File: src/rtl/pipe_ctrl_if.sv
// Pipeline control bundle: hazard inputs, memory handshake and the resulting
// freeze/flush controls exchanged between the datapath and pipe_ctrl.
interface pipe_ctrl_if #(
  parameter int REG_ADDR_LEN = 5
);
  logic                    fwd_en;
  logic [REG_ADDR_LEN-1:0] id_src1;
  logic [REG_ADDR_LEN-1:0] id_src2;
  logic                    id_two_src;
  logic [REG_ADDR_LEN-1:0] ex_dest;
  logic [REG_ADDR_LEN-1:0] mem_dest;
  logic                    ex_wb_en;
  logic                    mem_wb_en;
  logic                    ex_mem_r_en;
  logic                    br_taken;
  logic                    mem_req;
  logic                    sram_ready;
  logic                    pc_freeze;
  logic                    if2id_freeze;
  logic                    if2id_flush;
  logic                    id2ex_flush;
  logic                    pipe_freeze;
  logic                    mem_start;
  logic                    mem_timeout;
  logic [15:0]             stall_cnt;

  modport master (
    output fwd_en, id_src1, id_src2, id_two_src, ex_dest, mem_dest,
           ex_wb_en, mem_wb_en, ex_mem_r_en, br_taken, mem_req, sram_ready,
    input  pc_freeze, if2id_freeze, if2id_flush, id2ex_flush, pipe_freeze,
           mem_start, mem_timeout, stall_cnt
  );

  modport slave (
    input  fwd_en, id_src1, id_src2, id_two_src, ex_dest, mem_dest,
           ex_wb_en, mem_wb_en, ex_mem_r_en, br_taken, mem_req, sram_ready,
    output pc_freeze, if2id_freeze, if2id_flush, id2ex_flush, pipe_freeze,
           mem_start, mem_timeout, stall_cnt
  );
endinterface

File: src/rtl/pipe_ctrl.sv
// Pipeline hazard/stall controller: memory-access sequencer with timeout,
// data-hazard detection (with/without forwarding) and prioritised freeze/flush.
//
// state | meaning
// IDLE  | no memory access; mem_req launches one
// BUSY  | waiting for sram_ready or timeout, whole pipe frozen
// DONE  | one free cycle after an access, mem_req ignored
module pipe_ctrl #(
  parameter int REG_ADDR_LEN = 5,
  parameter int MEM_TIMEOUT  = 15
) (
  input logic        clk,
  input logic        rst,
  pipe_ctrl_if.slave bus
);
  typedef enum logic [1:0] {IDLE, BUSY, DONE} state_t;

  localparam logic [7:0] TIMEOUT_VAL = 8'(MEM_TIMEOUT);

  state_t     state, state_nxt;
  logic [7:0] cnt, cnt_nxt;
  logic       to_set;
  logic       mem_stall;
  logic       data_hz;
  logic       hz_full;
  logic       hz_load_use;

  function automatic logic match(input logic [REG_ADDR_LEN-1:0] a,
                                 input logic [REG_ADDR_LEN-1:0] d,
                                 input logic                    en);
    return en && (d != '0) && (a == d);
  endfunction

  always_ff @(posedge clk or negedge rst) begin
    if (!rst) begin
      state           <= IDLE;
      cnt             <= '0;
      bus.mem_timeout <= 1'b0;
      bus.stall_cnt   <= '0;
    end else begin
      state <= state_nxt;
      cnt   <= cnt_nxt;
      if (to_set)
        bus.mem_timeout <= 1'b1;
      if (bus.pc_freeze && (bus.stall_cnt != 16'hFFFF))
        bus.stall_cnt <= bus.stall_cnt + 16'd1;
    end
  end

  always_comb begin
    state_nxt     = state;
    cnt_nxt       = cnt;
    to_set        = 1'b0;
    mem_stall     = 1'b0;
    bus.mem_start = 1'b0;
    case (state)
      IDLE: begin
        if (bus.mem_req) begin
          bus.mem_start = 1'b1;
          mem_stall     = 1'b1;
          cnt_nxt       = '0;
          state_nxt     = BUSY;
        end
      end
      BUSY: begin
        mem_stall = 1'b1;
        if (bus.sram_ready) begin
          state_nxt = DONE;
        end else begin
          cnt_nxt = cnt + 8'd1;
          if (cnt_nxt == TIMEOUT_VAL) begin
            state_nxt = DONE;
            to_set    = 1'b1;
          end
        end
      end
      DONE:    state_nxt = IDLE;
      default: state_nxt = IDLE;
    endcase
  end

  // Without forwarding any pending writer hazards; with it only a load in EX does.
  always_comb begin
    hz_full = match(bus.id_src1, bus.ex_dest, bus.ex_wb_en)
           || match(bus.id_src1, bus.mem_dest, bus.mem_wb_en)
           || (bus.id_two_src && (match(bus.id_src2, bus.ex_dest, bus.ex_wb_en)
                               || match(bus.id_src2, bus.mem_dest, bus.mem_wb_en)));
    hz_load_use = match(bus.id_src1, bus.ex_dest, bus.ex_wb_en && bus.ex_mem_r_en)
               || (bus.id_two_src
                   && match(bus.id_src2, bus.ex_dest, bus.ex_wb_en && bus.ex_mem_r_en));
    data_hz = bus.fwd_en ? hz_load_use : hz_full;
  end

  always_comb begin
    bus.pc_freeze    = 1'b0;
    bus.if2id_freeze = 1'b0;
    bus.if2id_flush  = 1'b0;
    bus.id2ex_flush  = 1'b0;
    bus.pipe_freeze  = 1'b0;
    if (mem_stall) begin
      bus.pc_freeze    = 1'b1;
      bus.if2id_freeze = 1'b1;
      bus.pipe_freeze  = 1'b1;
    end else if (bus.br_taken) begin
      bus.if2id_flush = 1'b1;
      bus.id2ex_flush = 1'b1;
    end else if (data_hz) begin
      bus.pc_freeze    = 1'b1;
      bus.if2id_freeze = 1'b1;
      bus.id2ex_flush  = 1'b1;
    end
  end
endmodule

File: src/flat_wrapper.sv
// flat-port wrapper written by rule: the top's interface ports become plain ports
module pipe_ctrl_flat 
#(
  parameter int REG_ADDR_LEN = 5,
  parameter int MEM_TIMEOUT  = 15
)
  (clk, rst, bus_fwd_en, bus_id_src1, bus_id_src2, bus_id_two_src, bus_ex_dest, bus_mem_dest, bus_ex_wb_en, bus_mem_wb_en, bus_ex_mem_r_en, bus_br_taken, bus_mem_req, bus_sram_ready, bus_pc_freeze, bus_if2id_freeze, bus_if2id_flush, bus_id2ex_flush, bus_pipe_freeze, bus_mem_start, bus_mem_timeout, bus_stall_cnt);
  pipe_ctrl_if #(.REG_ADDR_LEN(REG_ADDR_LEN)) bus_i ();
  input logic clk;
  input logic rst;
  input wire logic [$bits(bus_i.fwd_en)-1:0] bus_fwd_en;
  input wire logic [$bits(bus_i.id_src1)-1:0] bus_id_src1;
  input wire logic [$bits(bus_i.id_src2)-1:0] bus_id_src2;
  input wire logic [$bits(bus_i.id_two_src)-1:0] bus_id_two_src;
  input wire logic [$bits(bus_i.ex_dest)-1:0] bus_ex_dest;
  input wire logic [$bits(bus_i.mem_dest)-1:0] bus_mem_dest;
  input wire logic [$bits(bus_i.ex_wb_en)-1:0] bus_ex_wb_en;
  input wire logic [$bits(bus_i.mem_wb_en)-1:0] bus_mem_wb_en;
  input wire logic [$bits(bus_i.ex_mem_r_en)-1:0] bus_ex_mem_r_en;
  input wire logic [$bits(bus_i.br_taken)-1:0] bus_br_taken;
  input wire logic [$bits(bus_i.mem_req)-1:0] bus_mem_req;
  input wire logic [$bits(bus_i.sram_ready)-1:0] bus_sram_ready;
  output wire logic [$bits(bus_i.pc_freeze)-1:0] bus_pc_freeze;
  output wire logic [$bits(bus_i.if2id_freeze)-1:0] bus_if2id_freeze;
  output wire logic [$bits(bus_i.if2id_flush)-1:0] bus_if2id_flush;
  output wire logic [$bits(bus_i.id2ex_flush)-1:0] bus_id2ex_flush;
  output wire logic [$bits(bus_i.pipe_freeze)-1:0] bus_pipe_freeze;
  output wire logic [$bits(bus_i.mem_start)-1:0] bus_mem_start;
  output wire logic [$bits(bus_i.mem_timeout)-1:0] bus_mem_timeout;
  output wire logic [$bits(bus_i.stall_cnt)-1:0] bus_stall_cnt;
  assign bus_i.fwd_en = bus_fwd_en;
  assign bus_i.id_src1 = bus_id_src1;
  assign bus_i.id_src2 = bus_id_src2;
  assign bus_i.id_two_src = bus_id_two_src;
  assign bus_i.ex_dest = bus_ex_dest;
  assign bus_i.mem_dest = bus_mem_dest;
  assign bus_i.ex_wb_en = bus_ex_wb_en;
  assign bus_i.mem_wb_en = bus_mem_wb_en;
  assign bus_i.ex_mem_r_en = bus_ex_mem_r_en;
  assign bus_i.br_taken = bus_br_taken;
  assign bus_i.mem_req = bus_mem_req;
  assign bus_i.sram_ready = bus_sram_ready;
  assign bus_pc_freeze = bus_i.pc_freeze;
  assign bus_if2id_freeze = bus_i.if2id_freeze;
  assign bus_if2id_flush = bus_i.if2id_flush;
  assign bus_id2ex_flush = bus_i.id2ex_flush;
  assign bus_pipe_freeze = bus_i.pipe_freeze;
  assign bus_mem_start = bus_i.mem_start;
  assign bus_mem_timeout = bus_i.mem_timeout;
  assign bus_stall_cnt = bus_i.stall_cnt;
  pipe_ctrl #(.REG_ADDR_LEN(REG_ADDR_LEN), .MEM_TIMEOUT(MEM_TIMEOUT)) u_core (.clk(clk), .rst(rst), .bus(bus_i));
endmodule
File: config.mk
export PLATFORM = sky130hd
export DESIGN_NAME = pipe_ctrl_flat
export DESIGN_NICKNAME = d
export VERILOG_FILES = /design/src/rtl/pipe_ctrl_if.sv /design/src/rtl/pipe_ctrl.sv /design/src/flat_wrapper.sv
export SDC_FILE = /design/constraint.sdc
export NUM_CORES = 1
export LEC_CHECK = 0
export ABC_CLOCK_PERIOD_IN_PS = 4100
export BUFFER_PORTS_ARGS = -buffer_cell sky130_fd_sc_hd__buf_2
export CAP_MARGIN = 25
export CORE_MARGIN = 5
export CORE_UTILIZATION = 38
export DETAILED_ROUTE_END_ITERATION = 10
export HOLD_SLACK_MARGIN = 0.15
export PLACE_DENSITY = 0.59
export REMOVE_ABC_BUFFERS = 1
export SLEW_MARGIN = 10
export SYNTH_ARGS = -nofsm -noshare
export SYNTH_HDL_FRONTEND = slang
export SYNTH_SLANG_ARGS = --single-unit
File: constraint.sdc
create_clock -name clk -period 4.1 [get_ports clk]
set_input_delay 0.205 -clock clk [delete_from_list [all_inputs] [get_ports clk]]
set_output_delay 0.205 -clock clk [all_outputs]
set_load 0.05 [all_outputs]
==> qor.txt, run 1 <==
Core ar. = 4290 um^2
CTS sink count = 27
Max stage delay on crit path = 520 ps
Latest clock arrival within the worst-skew pair = 290 ps
Mux contribution to synthesized area = 0.0128
Num ports = 53
CTS tree = yes
Post-synthesis register bit count = 27
CP startpoint kind = flip-flop
Setup TNS = 0 ps
Worst Hold Class = in2reg
Max Slew Vio Count = 0
Avg Inst Size Synth = 9.56 um^2
Fmax = 442 MHz
# setup viols final = 0
Fin crit period = 2260 ps
Critical Path AT = 2450 ps
Synth top cells by count = 27 x dfrtp_1, 20 x xor2_1, 19 x xnor2_1
Area growth from synthesis to layout = 21.8%
Unrepaired setup endpoints after global routing = no
Post-CTS Setup Bufs = 0
Root Driver = clkbuf_8
Clock buffer depth = 2
Fillers = 412
Vias in the first global route = 1,494
Critical Path End Type = flip-flop
Relative slew slack = 0.589
Worst Path Buf+Inv = 0
Max cap viols = 0
Required time worst endpoint = 4280 ps
Final instance area = 2030 um^2
Synth area leaders = dfrtp_1 41%, xor2_1 11%, xnor2_1 10%
Crit share post-route = 0.552
Ys Warns = 0
Xor/xnor share of the synthesized area = 0.205
First-pass GRT wire length = 6.65 mm
Largest family of logic cells by synthesized area = simple AND/OR/NAND/NOR gates
Total CTS buffers = 3
EDFF count, synth = 0
Largest net degree at the start of global routing = 28
Synthesized area = 1660 um^2
Via count = 1,434
Crit path cell chain = ha_1 -> nand2_1 -> nor3_1 -> and3_2 -> or2b_2 -> o31ai_4 -> mux2_2
Simple logic cell fraction of the synthesized area = 0.226
Synthesized instance count = 174
Status = complete, no violations
Drt pass-1 iters = 5
Top cell type by total area after synthesis = dfrtp_1
Die area = 5800 um^2
Die Ht = 76.2 um
Seq/Total Area, Yosys = 0.406
Cell Area, Placed = 1970 um^2
Final Hold Fails = 0
Initial antenna violation count = 0
Async set-reset flop share out of synthesis = 1.00
CP delay by family, top = simple AND/OR/NAND/NOR gates
Synth top area share = 0.406
Dpl hpwl = 2.89 mm
Most frequent cell after synthesis = dfrtp_1
LEAKAGE = 0.960 nW
Row count = 24
Total wire length = 3.70 mm
Crit path max fanout = 14
Routed len/inst = 13.2 um
Power density cells = 469 nW/um^2
CP max-delay cell = nor3_1
Nets = 262
Initial core utilization = 0.388
Post-synth top flop = dfrtp_1
H-tree depth = 1
Port bufs = 52
Synth Area in Compound Gates = 0.103
Crit Path Category = reg2reg
Total power = 0.951 mW
GR Util All Layers = 0.135
Slew of the pin with the lowest slew margin = 612 ps
Iter 0 DRT Violations = 48
Clock skew = 17.0 ps
DR DRC count = 0
DIE WIDTH = 76.2 um
Hold_ws = 192 ps
Area occupied by multi-input gates = 947 um^2
Overflow after GRT = 0
Residual antenna-violating net count after detailed routing = 0
Util after Layout = 0.472
Fraction of layout instances using a drive strength above 1 = 0.285
Max VDD drop = 0.403 mV
Netlist cell types = 40
R2R setup slack = 1840 ps
Area occupied by registers = 676 um^2
Adder-cell share of the synthesized area = 0.0226
Ant diodes = 0
Clock-pin slew on the worst setup and hold paths = 110 ps
Placer congestion estimate = 0.807
Vias per cell = 5.12
==> worst min-delay path, cell delays in order <==
cell	delay (ps)
buf_2	110
inv_1	60
a21oi_1	60
==> cell families (layout without fill, tap and decap cells) <==
logic type,Yosys count,in the layout
buffers and inverters,8,62
AOI/OAI and AO/OA,25,25
adders and majority gates,3,3
muxes,2,2
xor gates and xnor gates,39,39
and+or+nand+nor,70,70
DFF,27,27
==> report_power, final <==
group | leakage, nW | switching, mW | internal (mW)
clock network | 0.0261 | 0.0914 | 0.0715
logic | 0.580 | 0.297 | 0.120
registers | 0.353 | 0.0568 | 0.314
==> what timing repair did <==
action	CTS	global route
setup endpoints to repair	0	0
hold endpoints to repair	27	0
hold buffers	1	0
gates resized for setup	0	0
==> state kept, by name, indices dropped and copies added, names as in the netlist <==
signal / flops
u_core.bus.mem_timeout: 1
u_core.bus.stall_cnt: 16
u_core.state: 2
u_core.cnt: 8
==> placed cells by master (no fill, tap or decap), drive strengths merged, types with 2 or more instances in the layout <==
cell	instances
and2	2
nor3	4
o21ai	11
a32oi	2
inv	6
nand3	6
o31ai	2
nand4	9
nor2	14
a21oi	2
ha	3
clkbuf	3
nor4	2
and3	7
buf	52
dfrtp	27
or4	2
nand2	17
nand2b	2
xnor2	19
o22ai	2
xor2	20
==> area by class of cell <==
cell class,count,share of cell area
inverter,5,0.00926
sequential,27,0.333
tap,52,0.0321
clock buffer,3,0.0204
timing repair buffer,53,0.133
multi-input combinational,139,0.467
clock inverter,1,0.00432
==> worst paths after layout <==
path | from | endpoint | depth (start not counted)
max | u_core.bus.stall_cnt[0] | u_core.bus.stall_cnt[1] | 7
min | bus_sram_ready | u_core.state[1] | 3
max reg2reg | u_core.bus.stall_cnt[0] | u_core.bus.stall_cnt[1] | 7
min reg2reg | u_core.bus.mem_timeout | u_core.bus.mem_timeout | 1
max in group asynchronous | rst | u_core.cnt[3] | 2
min in group asynchronous | rst | u_core.bus.stall_cnt[4] | 2
==> layer usage <==
layer | part of all wire | routed length, um | GRT usage | vias up
met5 | 0 | 0 | 0 | -
met4 | 0.015 | 57 | 0.0524 | 0
met3 | 0.070 | 261 | 0.0343 | 5
met2 | 0.45 | 1680 | 0.217 | 43
met1 | 0.46 | 1710 | 0.173 | 666
li1 | - | - | - | 720
==> metrics by stage <==
stage               std cells  worst slack [ps]
floorplan                 171               933
finish                    280              1840
global placement          275              1800
CTS                       280              1830
detailed placement        275              1810
global route              280              1650
Power figures use the tool's default switching activity.
==> run 2, diff against run 1 <==
--- a/config.mk
+++ b/config.mk
@@ -5,14 +5,15 @@
 export SDC_FILE = /design/constraint.sdc
 export NUM_CORES = 1
 export LEC_CHECK = 0
-export ABC_CLOCK_PERIOD_IN_PS = 4100
+export ABC_AREA = 1
+export ABC_CLOCK_PERIOD_IN_PS = 2100
 export BUFFER_PORTS_ARGS = -buffer_cell sky130_fd_sc_hd__buf_2
 export CAP_MARGIN = 25
 export CORE_MARGIN = 5
 export CORE_UTILIZATION = 38
 export DETAILED_ROUTE_END_ITERATION = 10
 export HOLD_SLACK_MARGIN = 0.15
-export PLACE_DENSITY = 0.59
+export PLACE_DENSITY = 0.57
 export REMOVE_ABC_BUFFERS = 1
 export SLEW_MARGIN = 10
 export SYNTH_ARGS = -nofsm -noshare
==> constraint.sdc (replaced) <==
create_clock -name clk -period 2.1 [get_ports clk]
set_input_delay 0.105 -clock clk [delete_from_list [all_inputs] [get_ports clk]]
set_output_delay 0.105 -clock clk [all_outputs]
set_load 0.05 [all_outputs]
==> run 2 against run 1 <==
Core utilization down 0.66 points. Synthesized cell count up 71%. Die area up 18%. Worst hold slack better by 29 ps. Final cell count up 50%. Via count up 36%. Non-clock buffer count up 1. Register-to-register slack worse by 1500 ps. Total power up 110%. Combinational power up 150%. Largest power group unchanged.
==> qor.txt, run 2 <==
Status = complete, no violations
Via count = 1,953
Net Sw Power = 1.05 mW
CP endpoint = bus_id2ex_flush
CP Depth = 8
Synth top cells by count = 102 x nand2_1, 31 x inv_1, 28 x nor2_1
Core ar. = 5140 um^2
R2R setup slack = 290 ps
Most frequent cell after synthesis = nand2_1
Drt pass-1 iters = 4
Largest net degree at the start of global routing = 28
Synth area leaders = dfrtp_1 34%, nand2_1 19%, xor2_1 6.1%
Port bufs = 52
Total wire length = 4.68 mm
Latest clock arrival within the worst-skew pair = 280 ps
Iter 0 DRT Violations = 108
Vias per cell = 4.65
Async set-reset flop share out of synthesis = 1.00
Sw Share = 0.512
Initial antenna violation count = 0
Total CTS buffers = 3
Unrepaired setup endpoints after global routing = no
Post-CTS Setup Bufs = 0
Max stage delay on crit path = 400 ps
Nets = 384
Overflow after GRT = 0
CP startpoint kind = flip-flop
Placer congestion estimate = 0.868
Max VDD drop = 0.555 mV
Worst Path Buf+Inv = 4
First-pass GRT wire length = 7.66 mm
Die area = 6850 um^2
EDFF count, synth = 0
Seq/Total Area, Yosys = 0.336
Most common cell after layout, fill and taps aside = nand2_1
Max cap viols = 0
Fraction of layout instances using a drive strength above 1 = 0.217
Clock skew = 5.25 ps
Vias in the first global route = 1,710
Critical Path End Type = output pin
Commonest non-fill, non-tap cells in the layout = 102 x nand2_1, 52 x buf_2, 31 x inv_1, 28 x nor2_1, 27 x dfrtp_1
Row count = 26
Internal Power = 0.996 mW
Worst Setup SP = u_core.state[0]
Fin crit period = 1880 ps
Final instance area = 2390 um^2
Crit share post-route = 0.896
Synthesized area = 2010 um^2
Required time worst endpoint = 2000 ps
GR Util All Layers = 0.144
Root Driver = clkbuf_8
Register name with the most flops = u_core.bus.stall_cnt
DR DRC count = 0
Top cell type by total area after synthesis = dfrtp_1
Top flop regs = u_core.bus.stall_cnt x16, u_core.cnt x8, u_core.state x2
Ys Warns = 0
Cell Area, Placed = 2330 um^2
Clk network pwr share = 0.149
DIE WIDTH = 82.8 um
# setup viols final = 0
Post-synth top flop = dfrtp_1
Routed len/inst = 11.1 um
Area growth from synthesis to layout = 18.9%
Crit path cell chain = inv_1 -> nor2_1 -> nor2_1 -> inv_2 -> nor2_1 -> inv_2 -> o21ai_1 -> buf_2
Die Ht = 82.8 um
Relative slew slack = 0.587
Most used cell, CP = nor2_1
H-tree depth = 1
Flop pwr share = 0.339
Clock buffer depth = 2
Crit Path Category = reg2out
Synth top area share = 0.336
Num ports = 53
Worst R2R Path Depth = 9
Synthesized instance count = 297
CTS sink count = 27
Netlist cell types = 27
Clock-pin slew on the worst setup and hold paths = 100 ps
Worst Hold Class = in2reg
Critical Path AT = 1780 ps
Slew of the pin with the lowest slew margin = 619 ps
Max Slew Vio Count = 0
Total power = 2.04 mW
Residual antenna-violating net count after detailed routing = 0
Crit path max fanout = 18
Post-synthesis register bit count = 27
Worst reg2reg endpoint = u_core.bus.stall_cnt[12]
CP max-delay cell = dfrtp_1
CTS tree = yes
Power density cells = 853 nW/um^2
Initial core utilization = 0.391
Final Hold Fails = 0
Ant diodes = 0
Dpl hpwl = 3.76 mm
Setup TNS = 0 ps
Fmax = 531 MHz
Avg Inst Size Synth = 6.77 um^2
LEAKAGE = 1.31 nW
R2R Path Start = u_core.bus.stall_cnt[0]
Comb pwr share = 0.511
Max FFs per register = 16
CP delay by family, top = buffers and inverters
==> run 2: repair_timing <==
action,in CTS,in global routing
gates resized for setup,0,0
hold buffers,1,0
endpoints found under the hold margin,27,0
==> run 2: cell families after synthesis <==
family / synth area share
AO/OA/AOI/OAI: 0.0410
flip-flops: 0.336
buffers and inverters: 0.0989
adder cells (fa/ha/maj): 0.0187
AND/OR/NAND/NOR: 0.405
XOR/XNOR: 0.100
==> run 2: how the worst min path moves through the flow <==
| stage | start | to | slack [ps] | cells after the start |
|---|---|---|---|---|
| 2_1_floorplan | rst | u_core.bus.mem_timeout | -190 | 0 |
| 3_3_place_gp | rst | u_core.bus.mem_timeout | 150 | 1 |
| 3_5_place_dp | rst | u_core.cnt[6] | 160 | 1 |
| 4_1_cts | bus_sram_ready | u_core.state[0] | 220 | 5 |
| 5_1_grt | bus_sram_ready | u_core.cnt[0] | 260 | 5 |
| 6_report | bus_sram_ready | u_core.state[0] | 220 | 5 |
==> run 2: power groups by stage <==
stage / Sequential [mW] / Clock, mW / Combinational (mW)
global route: 0.703 / 0.345 / 1.14
global placement: 0.699 / 0 / 1.05
CTS: 0.692 / 0.322 / 1.06
floorplan: 0.831 / 0 / 0.635
detailed placement: 0.702 / 0 / 1.06
finish: 0.693 / 0.305 / 1.04
==> run 2: cell type report <==
class	count	area (um^2)
clock inverter	1	7.51
clock buffer	3	41.3
inverter	44	165
tap	70	87.6
multi-input combinational	221	1140
fill	585	2750
timing repair buffer	54	278
sequential	27	676
==> run 2: layer usage <==
layer / global-route usage / vias up / share of wire
li1: - / 1051 / -
met5: 0 / - / 0
met3: 0.0282 / 6 / 0.053
met1: 0.198 / 848 / 0.49
met2: 0.227 / 48 / 0.44
met4: 0.0425 / 0 / 0.014
==> run 2: tightest hold or removal path, cell delays in order <==
cell,delay [ps]
buf_2,80
nor2_1,30
buf_4,150
nand2_1,60
nand2_1,40
==> run 2: per-stage QoR <==
step	setup slack, ps	cells	util	hold slack [ps]
6_report	218	420	0.465	221
5_1_grt	42.2	420	0.465	255
4_1_cts	177	420	0.465	221
3_5_place_dp	296	415	0.454	157
3_3_place_gp	329	415	0.454	150
2_1_floorplan	-506	292	-	-191
